[src/rtl/sram_wb_ctrl_pkg.sv]
`default_nettype none
// ============================================================================
// Module   : sram_wb_ctrl_pkg
// Purpose  : Shared constants and FSM state encoding for the external
//            asynchronous SRAM Wishbone controller.
// Revision : 1.0 - initial release
// ============================================================================
package sram_wb_ctrl_pkg;

  // Three-bit state codes; kept as plain constants so other blocks can decode them
  localparam logic [2:0] ST_IDLE   = 3'd0;
  localparam logic [2:0] ST_READ   = 3'd1;
  localparam logic [2:0] ST_WSETUP = 3'd2;
  localparam logic [2:0] ST_WPULSE = 3'd3;
  localparam logic [2:0] ST_WHOLD  = 3'd4;
  localparam logic [2:0] ST_ACK    = 3'd5;

  typedef enum logic [2:0] {
    S_IDLE   = ST_IDLE,
    S_READ   = ST_READ,
    S_WSETUP = ST_WSETUP,
    S_WPULSE = ST_WPULSE,
    S_WHOLD  = ST_WHOLD,
    S_ACK    = ST_ACK
  } state_e;

  // Top address nibble decoded by the interconnect for this slave (0x4xxxxxxx)
  localparam logic [3:0] SRAM_BASE = 4'h4;

  // Shortest legal OE / WE hold time in clock cycles
  localparam int MIN_WAIT = 1;

  // Larger of two integers, used to size the wait counter
  function automatic int max_int(input int a, input int b);
    return (a > b) ? a : b;
  endfunction

endpackage
`default_nettype wire

[src/rtl/sram_wb_ctrl.sv]
`default_nettype none
// ============================================================================
// Module   : sram_wb_ctrl
// Purpose  : Wishbone classic slave driving two 256Kx16 asynchronous SRAMs
//            as one 32-bit memory, with registered strobes and
//            programmable read / write wait states.
// Revision : 1.0 - initial release
// ============================================================================
module sram_wb_ctrl
  import sram_wb_ctrl_pkg::*;
#(
  parameter int ADR_WIDTH = 18,
  parameter int RD_WAIT   = 2,
  parameter int WR_WAIT   = 1
) (
  input  logic                 clk,
  input  logic                 rst,
  input  logic                 wb_cyc_i,
  input  logic                 wb_stb_i,
  input  logic                 wb_we_i,
  input  logic [31:0]          wb_adr_i,
  input  logic [3:0]           wb_sel_i,
  input  logic [31:0]          wb_dat_i,
  output logic [31:0]          wb_dat_o,
  output logic                 wb_ack_o,
  output logic [ADR_WIDTH-1:0] sram_adr,
  output logic [31:0]          sram_dat_o,
  input  logic [31:0]          sram_dat_i,
  output logic                 sram_dat_oe,
  output logic [1:0]           sram_ce_n,
  output logic                 sram_oe_n,
  output logic                 sram_we_n,
  output logic [1:0]           sram_ub_n,
  output logic [1:0]           sram_lb_n
);

  // Out-of-range wait settings are clamped up to the minimum legal value
  localparam int RD_EFF  = (RD_WAIT < MIN_WAIT) ? MIN_WAIT : RD_WAIT;
  localparam int WR_EFF  = (WR_WAIT < MIN_WAIT) ? MIN_WAIT : WR_WAIT;
  localparam int CNT_MAX = max_int(RD_EFF, WR_EFF);
  localparam int CNT_W   = $clog2(CNT_MAX + 1);
  localparam logic [CNT_W-1:0] RD_LOAD = CNT_W'(RD_EFF - 1);
  localparam logic [CNT_W-1:0] WR_LOAD = CNT_W'(WR_EFF - 1);

  state_e                 state_q, state_d;
  logic [CNT_W-1:0]       cnt_q, cnt_d;
  logic [ADR_WIDTH-1:0]   adr_q, adr_d;
  logic [31:0]            dat_o_q, dat_o_d;
  logic [31:0]            rdata_q, rdata_d;
  logic                   dat_oe_q, dat_oe_d;
  logic [1:0]             ce_n_q, ce_n_d;
  logic                   oe_n_q, oe_n_d;
  logic                   we_n_q, we_n_d;
  logic [1:0]             ub_n_q, ub_n_d;
  logic [1:0]             lb_n_q, lb_n_d;
  logic                   ack_q, ack_d;

  // Address bits outside the word window are intentionally ignored (aliasing)
  logic unused_adr;
  assign unused_adr = ^{wb_adr_i[31:ADR_WIDTH+2], wb_adr_i[1:0]};

  // Next-state and next-output logic; every strobe is decided one edge ahead
  always_comb begin
    state_d  = state_q;
    cnt_d    = cnt_q;
    adr_d    = adr_q;
    dat_o_d  = dat_o_q;
    rdata_d  = rdata_q;
    dat_oe_d = dat_oe_q;
    ce_n_d   = ce_n_q;
    oe_n_d   = oe_n_q;
    we_n_d   = we_n_q;
    ub_n_d   = ub_n_q;
    lb_n_d   = lb_n_q;
    ack_d    = 1'b0;
    case (state_q)
      S_IDLE: begin
        if (wb_cyc_i && wb_stb_i) begin
          adr_d  = wb_adr_i[ADR_WIDTH+1:2];
          ce_n_d = 2'b00;
          if (wb_we_i) begin
            state_d  = S_WSETUP;
            dat_oe_d = 1'b1;
            dat_o_d  = wb_dat_i;
            ub_n_d   = {~wb_sel_i[3], ~wb_sel_i[1]};
            lb_n_d   = {~wb_sel_i[2], ~wb_sel_i[0]};
          end else begin
            state_d = S_READ;
            oe_n_d  = 1'b0;
            ub_n_d  = 2'b00;
            lb_n_d  = 2'b00;
            cnt_d   = RD_LOAD;
          end
        end
      end
      S_READ: begin
        if (cnt_q == '0) begin
          state_d = S_ACK;
          rdata_d = sram_dat_i;
          ack_d   = wb_cyc_i;
          ce_n_d  = 2'b11;
          oe_n_d  = 1'b1;
          ub_n_d  = 2'b11;
          lb_n_d  = 2'b11;
        end else begin
          cnt_d = cnt_q - CNT_W'(1);
        end
      end
      S_WSETUP: begin
        state_d = S_WPULSE;
        we_n_d  = 1'b0;
        cnt_d   = WR_LOAD;
      end
      S_WPULSE: begin
        // The pulse always runs to full length even if the master gives up
        if (cnt_q == '0) begin
          state_d = S_WHOLD;
          we_n_d  = 1'b1;
        end else begin
          cnt_d = cnt_q - CNT_W'(1);
        end
      end
      S_WHOLD: begin
        state_d  = S_ACK;
        ack_d    = wb_cyc_i;
        dat_oe_d = 1'b0;
        ce_n_d   = 2'b11;
        ub_n_d   = 2'b11;
        lb_n_d   = 2'b11;
      end
      S_ACK: begin
        state_d = S_IDLE;
      end
      default: begin
        state_d  = S_IDLE;
        dat_oe_d = 1'b0;
        ce_n_d   = 2'b11;
        oe_n_d   = 1'b1;
        we_n_d   = 1'b1;
        ub_n_d   = 2'b11;
        lb_n_d   = 2'b11;
      end
    endcase
  end

  // State, counter and all registered outputs
  always_ff @(posedge clk) begin
    if (rst) begin
      state_q  <= S_IDLE;
      cnt_q    <= '0;
      adr_q    <= '0;
      dat_o_q  <= '0;
      rdata_q  <= '0;
      dat_oe_q <= 1'b0;
      ce_n_q   <= 2'b11;
      oe_n_q   <= 1'b1;
      we_n_q   <= 1'b1;
      ub_n_q   <= 2'b11;
      lb_n_q   <= 2'b11;
      ack_q    <= 1'b0;
    end else begin
      state_q  <= state_d;
      cnt_q    <= cnt_d;
      adr_q    <= adr_d;
      dat_o_q  <= dat_o_d;
      rdata_q  <= rdata_d;
      dat_oe_q <= dat_oe_d;
      ce_n_q   <= ce_n_d;
      oe_n_q   <= oe_n_d;
      we_n_q   <= we_n_d;
      ub_n_q   <= ub_n_d;
      lb_n_q   <= lb_n_d;
      ack_q    <= ack_d;
    end
  end

  assign wb_dat_o    = rdata_q;
  assign wb_ack_o    = ack_q;
  assign sram_adr    = adr_q;
  assign sram_dat_o  = dat_o_q;
  assign sram_dat_oe = dat_oe_q;
  assign sram_ce_n   = ce_n_q;
  assign sram_oe_n   = oe_n_q;
  assign sram_we_n   = we_n_q;
  assign sram_ub_n   = ub_n_q;
  assign sram_lb_n   = lb_n_q;

endmodule
`default_nettype wire

[config.mk]
export PLATFORM = sky130hd
export DESIGN_NAME = sram_wb_ctrl
export DESIGN_NICKNAME = d
export VERILOG_FILES = /design/src/rtl/sram_wb_ctrl_pkg.sv /design/src/rtl/sram_wb_ctrl.sv
export SDC_FILE = /design/constraint.sdc
export NUM_CORES = 1
export LEC_CHECK = 0
export CAP_MARGIN = 10
export CORE_MARGIN = 2
export CORE_UTILIZATION = 39
export CTS_CLUSTER_SIZE = 14
export DETAILED_ROUTE_END_ITERATION = 8
export PLACE_DENSITY = 0.79
export SLEW_MARGIN = 20
export SYNTH_ARGS = -nofsm -noshare
export SYNTH_HDL_FRONTEND = slang
export SYNTH_SLANG_ARGS = --single-unit
[constraint.sdc]
create_clock -name clk -period 2 [get_ports clk]
set_input_delay 0.4 -clock clk [delete_from_list [all_inputs] [get_ports clk]]
set_output_delay 0.4 -clock clk [all_outputs]
set_load 0.05 [all_outputs]
==> results.sh <==
export IMPL_leakage_nw=2.14
export IMPL_hpwl_mm=7.76
export IMPL_antenna_found_initial=0
export IMPL_reg2reg_from="cnt_q[0]"
export IMPL_numPlacedInstances=733
export IMPL_die_area_um2=10500
export IMPL_finalSetupViolCount=0
export IMPL_synth_edf_count=0
export IMPL_num_io_pins=197
export IMPL_synth_area_per_cell_um2=8.49
export IMPL_critical_path_required_ns=1.60
export IMPL_hold_buffers=0
export IMPL_grtUsageMet3=0.0616
export IMPL_clkSlewWorstSetupHoldPaths_ns=0.09
export IMPL_end_kind="primary output"
export IMPL_place_port_buffers=182
export IMPL_grt_pass1_vias=3565
export IMPL_crit_fanout=2
export IMPL_synth_common_cells="nand2_1, dfxtp_1, a21oi_1, mux2i_1, clkbuf_1"
export IMPL_fin_setup_tns_ns=0
export IMPL_status="finished clean"
export IMPL_worst_slack_ns=0.0420
export IMPL_grt_pass1_wl_mm=16.8
export IMPL_area_growth_pct=57.8
export IMPL_finalPower_mw=7.02
export IMPL_wl_per_cell_um=14.3
export IMPL_post_cts_setup_buffers=0
export IMPL_gp_congestion=0.752
export IMPL_ctsResizeCount=0
export IMPL_ant_nets=0
export IMPL_preCtsSetupSlack_ns=0.158
export IMPL_drtIter0Drc=113
export IMPL_fin_crit_ns=1.96
export IMPL_synthFlopType="dfxtp_1"
export IMPL_wirelength_mm=10.7
export IMPL_busiest_layer="met2"
export IMPL_yosys_cell_count_top_type="nand2_1"
export IMPL_drc=0
export IMPL_hold_violations=0
export IMPL_slew_violations=0
export IMPL_final_setup_skew_ns=0.00876
export IMPL_clkSinkCount=96
export IMPL_drt_pass1_iter_count=4
export IMPL_powerDensity_nw_per_um2=1180
export IMPL_synth_distinct_cells=33
export IMPL_grt_start_max_net_pins=49
export IMPL_critical_path_slowest_cell="clkdlybuf4s50_1"
export IMPL_antenna_cells=0
export IMPL_cpPeakStageDelay_ns=0.83
export IMPL_rsz0062_at_grt="false"
export IMPL_cp_start_kind="flop"
export IMPL_tritoncts="built"
export IMPL_finalInstanceArea_um2=5950
export IMPL_use_met2=0.340
export IMPL_die_w_um=102
export IMPL_yosys_area_top_type="dfxtp_1"
export IMPL_synthTopCellsByArea="dfxtp_1, nand2_1, mux2i_1, a21oi_1, nand4_1"
export IMPL_hold_path_startpoint="rst"
export IMPL_criticalPathCategory="flop to primary output"
export IMPL_tightestPinTransition_ns=0.564
export IMPL_numCtsBuffers=9
export IMPL_cts_root_buf="clkbuf_8"
export IMPL_vias=3712
export IMPL_synthCells=444
export IMPL_fin_cells=749
export IMPL_irDropWorstVdd_v=0.000730
export IMPL_async_reset_ff_frac=0
export IMPL_worstHoldPathType="primary input to flop"
export IMPL_critPathTopFamily="buffers and inverters"
export IMPL_h_tree_depth=3
export IMPL_fp_coreArea_um2=9330
export IMPL_crit_arrival_ns=1.56
export IMPL_period_share=0.979
export IMPL_max_slew_margin=0.624
export IMPL_grt_overflow_total=0
export IMPL_synth_net_count=550
export IMPL_avgViaCountPerCell=4.96
export IMPL_critPathBufInv=1
export IMPL_grt_use_total=0.202
export IMPL_synth_top_area_share=0.510
export IMPL_synth_seq_area_share=0.510
export IMPL_start_util=0.404
export IMPL_startpoint="sram_dat_o[12]"
export IMPL_layout_drive_gt1_share=0.0613
export IMPL_clk_path_buf_depth=2
export IMPL_clock_latency_ns=0.35
export IMPL_rows=35
export IMPL_dpl_cell_area_um2=5750
export IMPL_worstPathCellList="clkdlybuf4s50_1"
export IMPL_max_freq_mhz=511
export IMPL_nets=721
export IMPL_netlist_area_um2=3770
export IMPL_maxCapViolations=0
export IMPL_ys_warn_count=0
export IMPL_die_h_um=102
export IMPL_met1_usage=0.242
export IMPL_ys_ff_latch=96
==> cells in the final DEF (no fill, tap or decap), types with 2 or more instances in the layout <==
cell and count:
a211oi_1 3, a21oi_1 57, a31oi_1 3, a32oi_1 4, buf_12 4, buf_4 14, clkbuf_1 2, clkbuf_8 10
clkdlybuf4s50_1 180, clkinvlp_4 2, dfxtp_1 96, inv_1 9, mux2i_1 32, nand2_1 130, nand2b_1 6, nand4_1 18
nor2_1 4, nor2b_1 2, o21a_1 3, o21ai_0 20, o31ai_1 3
==> layout make-up <==
type	instances	area, um^2
Inverter	10	37.5
Sequential cell	96	1920
Fill cell	785	3380
Clock inverter	4	53.8
Clock buffer	12	145
Multi-Input combinational cell	299	1640
Tap cell	129	161
Timing Repair Buffer	199	1990
==> sequential cells by signal, indices dropped and copies added (netlist names) <==
| name | flops |
|---|---|
| state_q | 3 |
| sram_ub_n | 2 |
| sram_we_n | 1 |
| sram_oe_n | 1 |
| wb_dat_o | 32 |
| sram_dat_o | 32 |
| sram_lb_n | 2 |
| sram_ce_n | 1 |
| cnt_q | 2 |
| sram_adr | 18 |
| sram_dat_oe | 1 |
| wb_ack_o | 1 |
==> per-stage QoR <==
step                      hold WS [ns]  utilization
after detailed placement         0.448        0.617
after global placement           0.441        0.617
after global routing             0.445        0.638
after floorplan                  0.494            -
final                            0.440        0.638
after CTS                        0.427        0.638
==> worst paths after layout <==
kind                     to  slack [ns]  cells past startpoint
max          sram_dat_o[12]        0.04                      1
min            wb_dat_o[10]        0.44                      3
min reg2reg    wb_dat_o[15]        0.46                      2
max reg2reg    sram_ub_n[0]        0.30                      5
==> per-layer routing <==
metal | share of wire | wire length, um
met4 | 0.024 | 260
met1 | 0.43 | 4570
met5 | 0 | 0
met2 | 0.47 | 5070
met3 | 0.079 | 847
==> power breakdown <==
group          internal (mW)  switching [mW]
sequential              2.24           0.167
clock                  0.616           0.652
combinational           1.19            2.15
==> kinds of logic (layout without fill, tap and decap cells) <==
group / count (synthesis) / count (layout) / synth area share
fa+ha+maj: 1 / 1 / 0.00332
simple gates: 169 / 169 / 0.198
flops: 96 / 96 / 0.510
mux: 32 / 32 / 0.0849
buf+inv: 49 / 225 / 0.0607
compound gates: 97 / 97 / 0.144
(Power assumes the default switching activity.)
